===== config.mk =====
export PLATFORM = sky130hd
export DESIGN_NAME = exe_muldiv
export DESIGN_NICKNAME = d
export VERILOG_FILES = /design/src/rtl/muldiv_pkg.sv /design/src/rtl/exe_muldiv_step.sv /design/src/rtl/exe_muldiv.sv
export SDC_FILE = /design/constraint.sdc
export NUM_CORES = 1
export LEC_CHECK = 0
export BUFFER_PORTS_ARGS = -buffer_cell sky130_fd_sc_hd__buf_2
export CAP_MARGIN = 10
export CORE_AREA = 8 8 222 224
export CTS_CLUSTER_SIZE = 40
export DETAILED_ROUTE_END_ITERATION = 10
export DIE_AREA = 0 0 230 232
export GPL_TIMING_DRIVEN = 0
export HOLD_SLACK_MARGIN = 0.03
export PLACE_DENSITY = 0.59
export SLEW_MARGIN = 20
export SYNTH_ARGS = -nofsm -noshare
export SYNTH_HDL_FRONTEND = slang
export SYNTH_HIERARCHICAL = 1
export SYNTH_SLANG_ARGS = --single-unit

===== constraint.sdc =====
create_clock -name CLK -period 5.2 [get_ports CLK]
set_clock_uncertainty 0.15 [all_clocks]
set_input_delay 1.04 -clock CLK [delete_from_list [all_inputs] [get_ports CLK]]
set_output_delay 1.04 -clock CLK [all_outputs]
set_load 0.005 [all_outputs]

===== src/rtl/muldiv_pkg.sv =====
// Shared definitions for the EXE-stage HI/LO multiply/divide unit:
// op codes, FSM states, default width and the divide-by-zero quotient.
package muldiv_pkg;

  localparam int XLEN_DEF = 32;

  // Quotient returned for a zero divisor; sliced down to XLEN by the user.
  localparam logic [63:0] DIV0_QUOT = 64'hFFFF_FFFF_FFFF_FFFF;

  typedef enum logic [2:0] {
    OP_MULT  = 3'd0,
    OP_MULTU = 3'd1,
    OP_DIV   = 3'd2,
    OP_DIVU  = 3'd3,
    OP_MTHI  = 3'd4,
    OP_MTLO  = 3'd5,
    OP_MADD  = 3'd6,
    OP_MSUB  = 3'd7
  } op_e;

  typedef enum logic [1:0] {
    ST_IDLE = 2'd0,
    ST_ITER = 2'd1,
    ST_FIX  = 2'd2
  } state_e;

  // Anything other than a move-to is iterated.
  function automatic logic is_arith(input logic [2:0] op);
    return (op != OP_MTHI) && (op != OP_MTLO);
  endfunction

  function automatic logic is_div_op(input logic [2:0] op);
    return (op == OP_DIV) || (op == OP_DIVU);
  endfunction

  // Without the accumulate feature, op 7 degrades to MULTU and is unsigned.
  function automatic logic is_signed_op(input logic [2:0] op);
    logic s;
    case (op)
      OP_MULT, OP_DIV, OP_MADD: s = 1'b1;
`ifdef MULDIV_MADD_EN
      OP_MSUB: s = 1'b1;
`endif
      default: s = 1'b0;
    endcase
    return s;
  endfunction

endpackage


===== src/rtl/exe_muldiv_step.sv =====
// One radix-2 iteration on magnitudes: shift-add for multiply, restoring
// subtract for divide. Purely combinational so several can be chained.
//   multiply: {acc,low} = partial product, low holds remaining multiplier bits
//   divide:   acc = partial remainder, low = dividend bits shifting into quotient
module exe_muldiv_step #(
  parameter int XLEN = 32
) (
  input  logic            is_div,
  input  logic [XLEN:0]   acc_in,
  input  logic [XLEN-1:0] low_in,
  input  logic [XLEN-1:0] opnd,
  output logic [XLEN:0]   acc_out,
  output logic [XLEN-1:0] low_out
);

  logic [XLEN:0]   sum;
  logic [XLEN:0]   shifted;
  logic [XLEN+1:0] diff;

  // Compute both candidate iterations and select by operation.
  always_comb begin
    sum     = acc_in + (low_in[0] ? {1'b0, opnd} : '0);
    shifted = {acc_in[XLEN-1:0], low_in[XLEN-1]};
    diff    = {1'b0, shifted} - {2'b00, opnd};
    if (is_div) begin
      if (diff[XLEN+1]) begin
        acc_out = shifted;
        low_out = {low_in[XLEN-2:0], 1'b0};
      end else begin
        acc_out = diff[XLEN:0];
        low_out = {low_in[XLEN-2:0], 1'b1};
      end
    end else begin
      acc_out = {1'b0, sum[XLEN:1]};
      low_out = {sum[0], low_in[XLEN-1:1]};
    end
  end

endmodule


===== src/rtl/exe_muldiv.sv =====
// Iterative HI/LO multiply/divide unit in the EXE stage.
// Optional feature macro: MULDIV_MADD_EN (op 6/7 accumulate into HI:LO).
//
//   state   | meaning
//   --------+---------------------------------------------------------
//   ST_IDLE | no op in flight; MT ops write HI/LO directly
//   ST_ITER | STEPS_PC iterations per clock, down-counter to zero
//   ST_FIX  | sign correction, HI/LO written on leaving edge, done
module exe_muldiv
  import muldiv_pkg::*;
#(
  parameter int XLEN     = XLEN_DEF,
  parameter int STEPS_PC = 1
) (
  input  logic            CLK,
  input  logic            RESET,
  input  logic            start_IN,
  input  logic [2:0]      op_IN,
  input  logic [XLEN-1:0] A_IN,
  input  logic [XLEN-1:0] B_IN,
  input  logic            flush_IN,
  input  logic            mf_req_IN,
  output logic            busy_OUT,
  output logic            done_OUT,
  output logic            stall_OUT,
  output logic [XLEN-1:0] HI_OUT,
  output logic [XLEN-1:0] LO_OUT
);

  localparam int ITERS = XLEN / STEPS_PC;
  localparam int CW    = $clog2(ITERS);

  state_e          state, state_nxt;
  logic [CW-1:0]   cnt;
  logic [2:0]      op_r;
  logic            div_r, neg_q, neg_r, b_zero;
  logic [XLEN:0]   acc;
  logic [XLEN-1:0] low, opnd, hi, lo;

  logic            accept, load, write_res, mt_wr;
  logic            sign_a, sign_b;
  logic [XLEN-1:0] abs_a, abs_b;
  logic [XLEN-1:0] res_hi, res_lo;

  logic [XLEN:0]   chain_acc [0:STEPS_PC];
  logic [XLEN-1:0] chain_low [0:STEPS_PC];

  assign chain_acc[0] = acc;
  assign chain_low[0] = low;

  for (genvar g = 0; g < STEPS_PC; g++) begin : g_step
    exe_muldiv_step #(.XLEN(XLEN)) u_step (
      .is_div  (div_r),
      .acc_in  (chain_acc[g]),
      .low_in  (chain_low[g]),
      .opnd    (opnd),
      .acc_out (chain_acc[g+1]),
      .low_out (chain_low[g+1])
    );
  end

  // Operand magnitudes and sign flags captured at issue.
  always_comb begin
    sign_a = is_signed_op(op_IN) & A_IN[XLEN-1];
    sign_b = is_signed_op(op_IN) & B_IN[XLEN-1];
    abs_a  = sign_a ? -A_IN : A_IN;
    abs_b  = sign_b ? -B_IN : B_IN;
  end

  // State register.
  always_ff @(posedge CLK or negedge RESET) begin
    if (!RESET) state <= ST_IDLE;
    else        state <= state_nxt;
  end

  // Next state and control strobes; flush outranks any start.
  always_comb begin
    state_nxt = state;
    load      = 1'b0;
    write_res = 1'b0;
    mt_wr     = 1'b0;
    accept    = start_IN & ~flush_IN;
    case (state)
      ST_IDLE: begin
        if (accept && is_arith(op_IN)) begin
          load      = 1'b1;
          state_nxt = ST_ITER;
        end else if (accept) begin
          mt_wr = 1'b1;
        end
      end
      ST_ITER: begin
        if (flush_IN)       state_nxt = ST_IDLE;
        else if (cnt == '0) state_nxt = ST_FIX;
      end
      ST_FIX: begin
        if (flush_IN) begin
          state_nxt = ST_IDLE;
        end else begin
          write_res = 1'b1;
          state_nxt = ST_IDLE;
          if (accept && is_arith(op_IN)) begin
            load      = 1'b1;
            state_nxt = ST_ITER;
          end else if (accept) begin
            mt_wr = 1'b1;
          end
        end
      end
      default: state_nxt = ST_IDLE;
    endcase
  end

  // Iteration datapath: load magnitudes at issue, advance the chain in ITER.
  always_ff @(posedge CLK or negedge RESET) begin
    if (!RESET) begin
      cnt    <= '0;
      op_r   <= '0;
      div_r  <= 1'b0;
      neg_q  <= 1'b0;
      neg_r  <= 1'b0;
      b_zero <= 1'b0;
      acc    <= '0;
      low    <= '0;
      opnd   <= '0;
    end else if (load) begin
      cnt    <= CW'(ITERS - 1);
      op_r   <= op_IN;
      div_r  <= is_div_op(op_IN);
      neg_q  <= sign_a ^ sign_b;
      neg_r  <= sign_a;
      b_zero <= (B_IN == '0);
      acc    <= '0;
      if (is_div_op(op_IN)) begin
        low  <= abs_a;
        opnd <= abs_b;
      end else begin
        low  <= abs_b;
        opnd <= abs_a;
      end
    end else if (state == ST_ITER) begin
      cnt <= cnt - CW'(1);
      acc <= chain_acc[STEPS_PC];
      low <= chain_low[STEPS_PC];
    end
  end

  // Final sign correction and optional accumulate.
  always_comb begin
    logic [2*XLEN-1:0] prod_mag, prod;
    logic [XLEN-1:0]   quo, rem;
    prod_mag = {acc[XLEN-1:0], low};
    prod     = neg_q ? -prod_mag : prod_mag;
    quo      = neg_q ? -low : low;
    rem      = neg_r ? -acc[XLEN-1:0] : acc[XLEN-1:0];
    res_hi   = prod[2*XLEN-1:XLEN];
    res_lo   = prod[XLEN-1:0];
    if (div_r) begin
      res_hi = rem;
      res_lo = b_zero ? DIV0_QUOT[XLEN-1:0] : quo;
    end
`ifdef MULDIV_MADD_EN
    else if (op_r == OP_MADD) begin
      {res_hi, res_lo} = {hi, lo} + prod;
    end else if (op_r == OP_MSUB) begin
      {res_hi, res_lo} = {hi, lo} - prod;
    end
`endif
  end

  // Architectural HI/LO; a move-to issued in the FIX cycle lands after the result.
  always_ff @(posedge CLK or negedge RESET) begin
    if (!RESET) begin
      hi <= '0;
      lo <= '0;
    end else begin
      if (write_res) begin
        hi <= res_hi;
        lo <= res_lo;
      end
      if (mt_wr) begin
        if (op_IN == OP_MTHI) hi <= A_IN;
        else                  lo <= A_IN;
      end
    end
  end

  assign busy_OUT = (state == ST_ITER);
  assign done_OUT = (state == ST_FIX) & ~flush_IN;
  assign HI_OUT   = hi;
  assign LO_OUT   = lo;

  // HI/LO only change on the edge closing the FIX cycle, so MF stalls through it.
  assign stall_OUT = mf_req_IN & (busy_OUT | done_OUT | (start_IN & is_arith(op_IN)));

endmodule


=== Word-level counts from Yosys, hierarchy flattened ===
Index checks and enable logic that the tools add are counted.
Widths: inputs -> output; s select.

* Add/sub/neg operators: 8
* Equality and inequality tests: 10
* Mux-type cells: 43
* Bitwise gates (word level): 10
* Reduce and logical (&&, ||, !) cells: 10

{| class="wikitable"
|+ Operators by type and width
! kind !! count
|-
| $mux 32 || 19
|-
| $mux 33 || 4
|-
| $neg 32->32 || 4
|-
| $mux 64 || 1
|-
| $neg 64->64 || 1
|-
| $sub 33x32->34 || 1
|-
| $add 33x33->33 || 1
|-
| $logic_not 32->1 || 1
|-
| $mux 1 || 11
|-
| $mux 5 || 2
|-
| $and 1x1->1 || 6
|-
| $eq 3x2->1 const B || 2
|-
| $eq 3x3->1 const B || 2
|-
| $mux 2 || 3
|-
| $ne 3x3->1 const B || 2
|-
| $pmux 2 s3 || 1
|-
| $logic_not 5->1 || 1
|-
| $sub 5x1->5 const B || 1
|-
| $pmux 1 s2 || 2
|-
| $logic_not 3->1 || 1
|-
| $ne 3x2->1 const B || 1
|-
| $reduce_or 3->1 || 1
|-
| $eq 2x1->1 const B || 1
|-
| $eq 2x2->1 const B || 1
|-
| 9 further kinds || 11
|}

* Register bits: 172
* Input port bits: 72
* Word-level logic and storage cells: 92

=== Logic depth before layout (Yosys ltp) ===
* Word-level depth: 7
* Gate-level depth with buffers: 17
* Mapped depth without buffers: 14

=== Cells and area by module ===
The synthesis kept the hierarchy.

{| class="wikitable"
|+ Modules (own cells, without submodules)
! module !! times used !! cells each !! area each (sq um) !! sequential area each (sq um)
|-
| exe_muldiv || 1 || 1,348 || 10,959.3 || 4,304.1
|-
| exe_muldiv_step || 1 || 688 || 4,797.1 || 0.0
|}

=== Worst setup path before layout ===
No wires, ideal clock.

* Kind: flip-flop to flip-flop
* Start: reg low[0]
* End: reg acc[29]
* Setup time: 0.135 ns
* Arrival: 3.407 ns
* Data required time: 4.915 ns
* Slack: 1.508 ns
* Cell stages (with the launch flop): 16
* Path through: dfrtp_1 > clkbuf_1 > and2_1 > ha_1 > fa_1 > a21o_1 > a211o_1 > a2111oi_4 > o31ai_2 > a21boi_4 > o221ai_2 > a221o_1 > xnor2_1 > mux2i_1 > nand2_1 > o21ai_0

{| class="wikitable"
|+ RTL lines
! element !! RTL line !! RTL
|-
| start: declaration || exe_muldiv.sv:38 || <nowiki>logic [XLEN-1:0] low, opnd, hi, lo;</nowiki>
|-
| start signal: assignment || exe_muldiv.sv:135 || <nowiki>low <= abs_a;</nowiki>
|-
| start signal: assignment || exe_muldiv.sv:138 || <nowiki>low <= abs_b;</nowiki>
|-
| start signal: assignment || exe_muldiv.sv:144 || <nowiki>low <= chain_low[STEPS_PC];</nowiki>
|-
| end signal: assignment || exe_muldiv.sv:143 || <nowiki>acc <= chain_acc[STEPS_PC];</nowiki>
|-
| end: declaration || exe_muldiv.sv:37 || <nowiki>logic [XLEN:0] acc;</nowiki>
|}

=== Worst setup path in the final report ===
* Start: in flush_IN
* End: out done_OUT

* Cells in the longest elaborated chain, start to end: 2

{| class="wikitable"
|+ RTL lines
! element !! RTL line !! RTL
|-
| start: declaration || exe_muldiv.sv:21 || <nowiki>input logic flush_IN,</nowiki>
|-
| $not 1->1 || exe_muldiv.sv:189 || <nowiki>assign done_OUT = (state == ST_FIX) & ~flush_IN;</nowiki>
|-
| $and 1x1->1 || exe_muldiv.sv:189 ||
|-
| end: declaration || exe_muldiv.sv:24 || <nowiki>output logic done_OUT,</nowiki>
|}

No other way between the ends.

==> qor.txt <==
Root buf cell = clkbuf_16
Post-CTS Hold Buffers = 0
H-tree levels = 4
Clk pwr share = 14.7%
Vias per cell = 6.14
Overall routing resource usage = 25.8%
Max Fclk = 206 MHz
Cell Rows = 79
Worst endpoint data arrival time = 3660 ps
Global-route wire length before repair = 106000 um
Int Power = 4.84 mW
DRT Pass-1 Iters = 6
Max_cap viols = 0
Worst min path class = in2async
Period utilization = 93.3%
Pwr per Cell Area = 552 mW/mm2
Synth area leaders = dfrtp_1 27%, nand2_1 6.0%, o21ai_0 6.0%, ha_1 5.6%, xnor2_1 5.5%
Ys async rst share = 100%
Cts bufs inserted = 17
VDD IR max = 281 uV
WL/cell = 25.5 um
Clk buf depth = 2
Net Sw Power = 5.05 mW
Post-Syn Instances = 2036
Pwr Total = 9.89 mW
YS warnings = 6
Crit. End Element = output pin
Number of global-route vias before repair = 16607
Die ar. = 0.0534 mm2
Largest family of logic cells by synthesized area = compound AO/OA/AOI/OAI gates
Critical path launch point type = input port
CTS tree = yes
EDFF count, synth = 0
Leak = 7.41 nW
WS Path Type = in2out
CTS sink cnt = 172
Post-synth top area share = 27.3%
Synth cell count leaders = 253 x nand2_1, 188 x o21ai_0, 172 x dfrtp_1, 150 x a21oi_1, 140 x nor2_1
Antenna Nets Post-Route = 0
Area leader, netlist = dfrtp_1
Yosys reg bits = 172
Fin. max-slew vios = 0
Slowest-stage cell, CP = clkbuf_1
Starting density of the core = 34.4%
Final wirelength = 71600 um
# nets final = 2335
Initial antenna violation count = 2
Worst rel slew slack = 22.7%
Final setup vio count = 0
Sequential Power Share = 25.6%
Worst-path clk slew = 70 ps
Mapped cell area = 0.0158 mm2
Detailed Place HPWL = 56900 um
Register area share after synthesis = 27.3%
Status = completed
XOR/XNOR Fraction of Synth Area = 9.12%
Sw Ratio = 51.0%
Mapped Nets = 2180
Compound-Gate Fraction of Synth Area = 27.5%
Largest net degree at the start of global routing = 65
Gpl congestion = 0.972
Crit-path max cell delay = 650 ps
Multiplexer share of the synthesized area = 4.07%
Via count = 17249
Post-Synthesis Mean Instance Area = 7.74 um2
FILL cells = 4814
Grt total ovfl = 0
Top-count cell post-synth = nand2_1
Area growth syn-to-layout = 13.6%
Core area = 0.0459 mm2
Final hold vios = 0
Ant diodes = 0
Die Wd = 230 um
Fraction of the mapped netlist area in adder cells = 5.81%
Setup tns final = 0 ps
Netlist cell types = 85
Critical Path Fanout Max = 10
Number of DRC markers in iteration 0 = 1632
Die height = 232 um
Buffers on Ports = 133
Crit-path cells = buf_2 -> nor2_1 -> nand2_1 -> inv_1 -> clkbuf_1 -> clkbuf_1 -> buf_1 -> buf_2
RSZ-0062 raised after global routing = no
Worst-Margin Slew = 1150 ps
Share of post-route cells with drive strength above 1 = 10.9%
Comb pwr share = 59.7%
I/O pin total = 139
Postcts setup bufs = 0
Later-pin clock latency in the skew report = 470 ps
Worst path required time = 4010 ps
Ys flop type = dfrtp_1
Minimum clock period after layout = 4850 ps
Simple-Gate Fraction of Synth Area = 21.3%
Drt drc = 0
Post-CTS Resized = 0
[metal layers]
layer	GRT usage [%]	share of wire, %	up-vias
met2	41.1	45	917
li1	-	-	7772
met3	5.41	9.0	142
met5	0	0.032	-
met4	9.96	3.8	4
met1	34.1	42	8414
[power by group through the flow]
stage	clock, mW	combinational (mW)	sequential [mW]
2_1_floorplan	0	4.16	2.15
3_3_place_gp	0	5.70	2.51
3_5_place_dp	0	5.75	2.52
4_1_cts	1.45	5.80	2.50
5_1_grt	1.49	6.42	2.57
6_report	1.45	5.91	2.53
[state kept, by name, summed over array words and instances, names as in the netlist]
name,count
HI_OUT,32
LO_OUT,32
acc,33
b_zero,1
cnt,5
div_r,1
low,32
neg_q,1
neg_r,1
opnd,32
state,2
[critical path: cells and delay by family]
family                 cells  cell delay [ps]
AND/OR/NAND/NOR            2              530
buffers and inverters      6             2090
[path summary, 6_finish.rpt]
check	cells after the start	startpoint	slack [ps]	end
hold / removal	1	RESET	320	LO_OUT[0]
setup reg to reg	15	low[0]	590	acc[29]
setup / recovery	8	flush_IN	350	done_OUT
hold reg to reg	2	b_zero	320	b_zero
max in group asynchronous	2	RESET	3890	acc[15]
min in group CLK	2	b_zero	320	b_zero
[final cells by class]
class,count,area (um2),share of cell area (%)
inverters,67,251,1.40
flip-flops and latches,172,4300,24.0
plain buffers,127,518,2.89
multi-input cells,1670,10700,59.7
clock inverters,15,216,1.21
clock buffers,17,425,2.38
well taps,607,759,4.24
repair buffers,136,738,4.12
[through the flow]
step / hold WS [ps] / utilization, % / cell area, um2 / cells / setup slack (ps)
2_1_floorplan: 289 / - / 15800 / 2036 / 1510
3_3_place_gp: 307 / 37.5 / 17200 / 2776 / 15.7
3_5_place_dp: 306 / 37.6 / 17300 / 2779 / 514
4_1_cts: 324 / 39.0 / 17900 / 2811 / 515
5_1_grt: 336 / 39.0 / 17900 / 2811 / 362
6_report: 321 / 39.0 / 17900 / 2811 / 347
[logic make-up after synthesis]
| logic type | Yosys count |
|---|---|
| adders and majority gates | 72 |
| muxes | 60 |
| buffers and inverters | 194 |
| DFF | 172 |
| and+or+nand+nor | 700 |
| AOI/OAI and AO/OA | 674 |
| xor gates and xnor gates | 164 |
[cells in the final DEF, fill, tap and decap left out, drive strengths merged, types with 55 or more instances in the layout]
cell type,Yosys,layout
nand2,254,254
o21ai,190,190
dfrtp,172,172
buf,15,151
a21oi,150,150
nor2,141,141
clkbuf,112,129
xnor2,99,99
inv,65,73
ha,70,70
xor2,65,65
nor3,55,55
(Power assumes the default switching activity.)
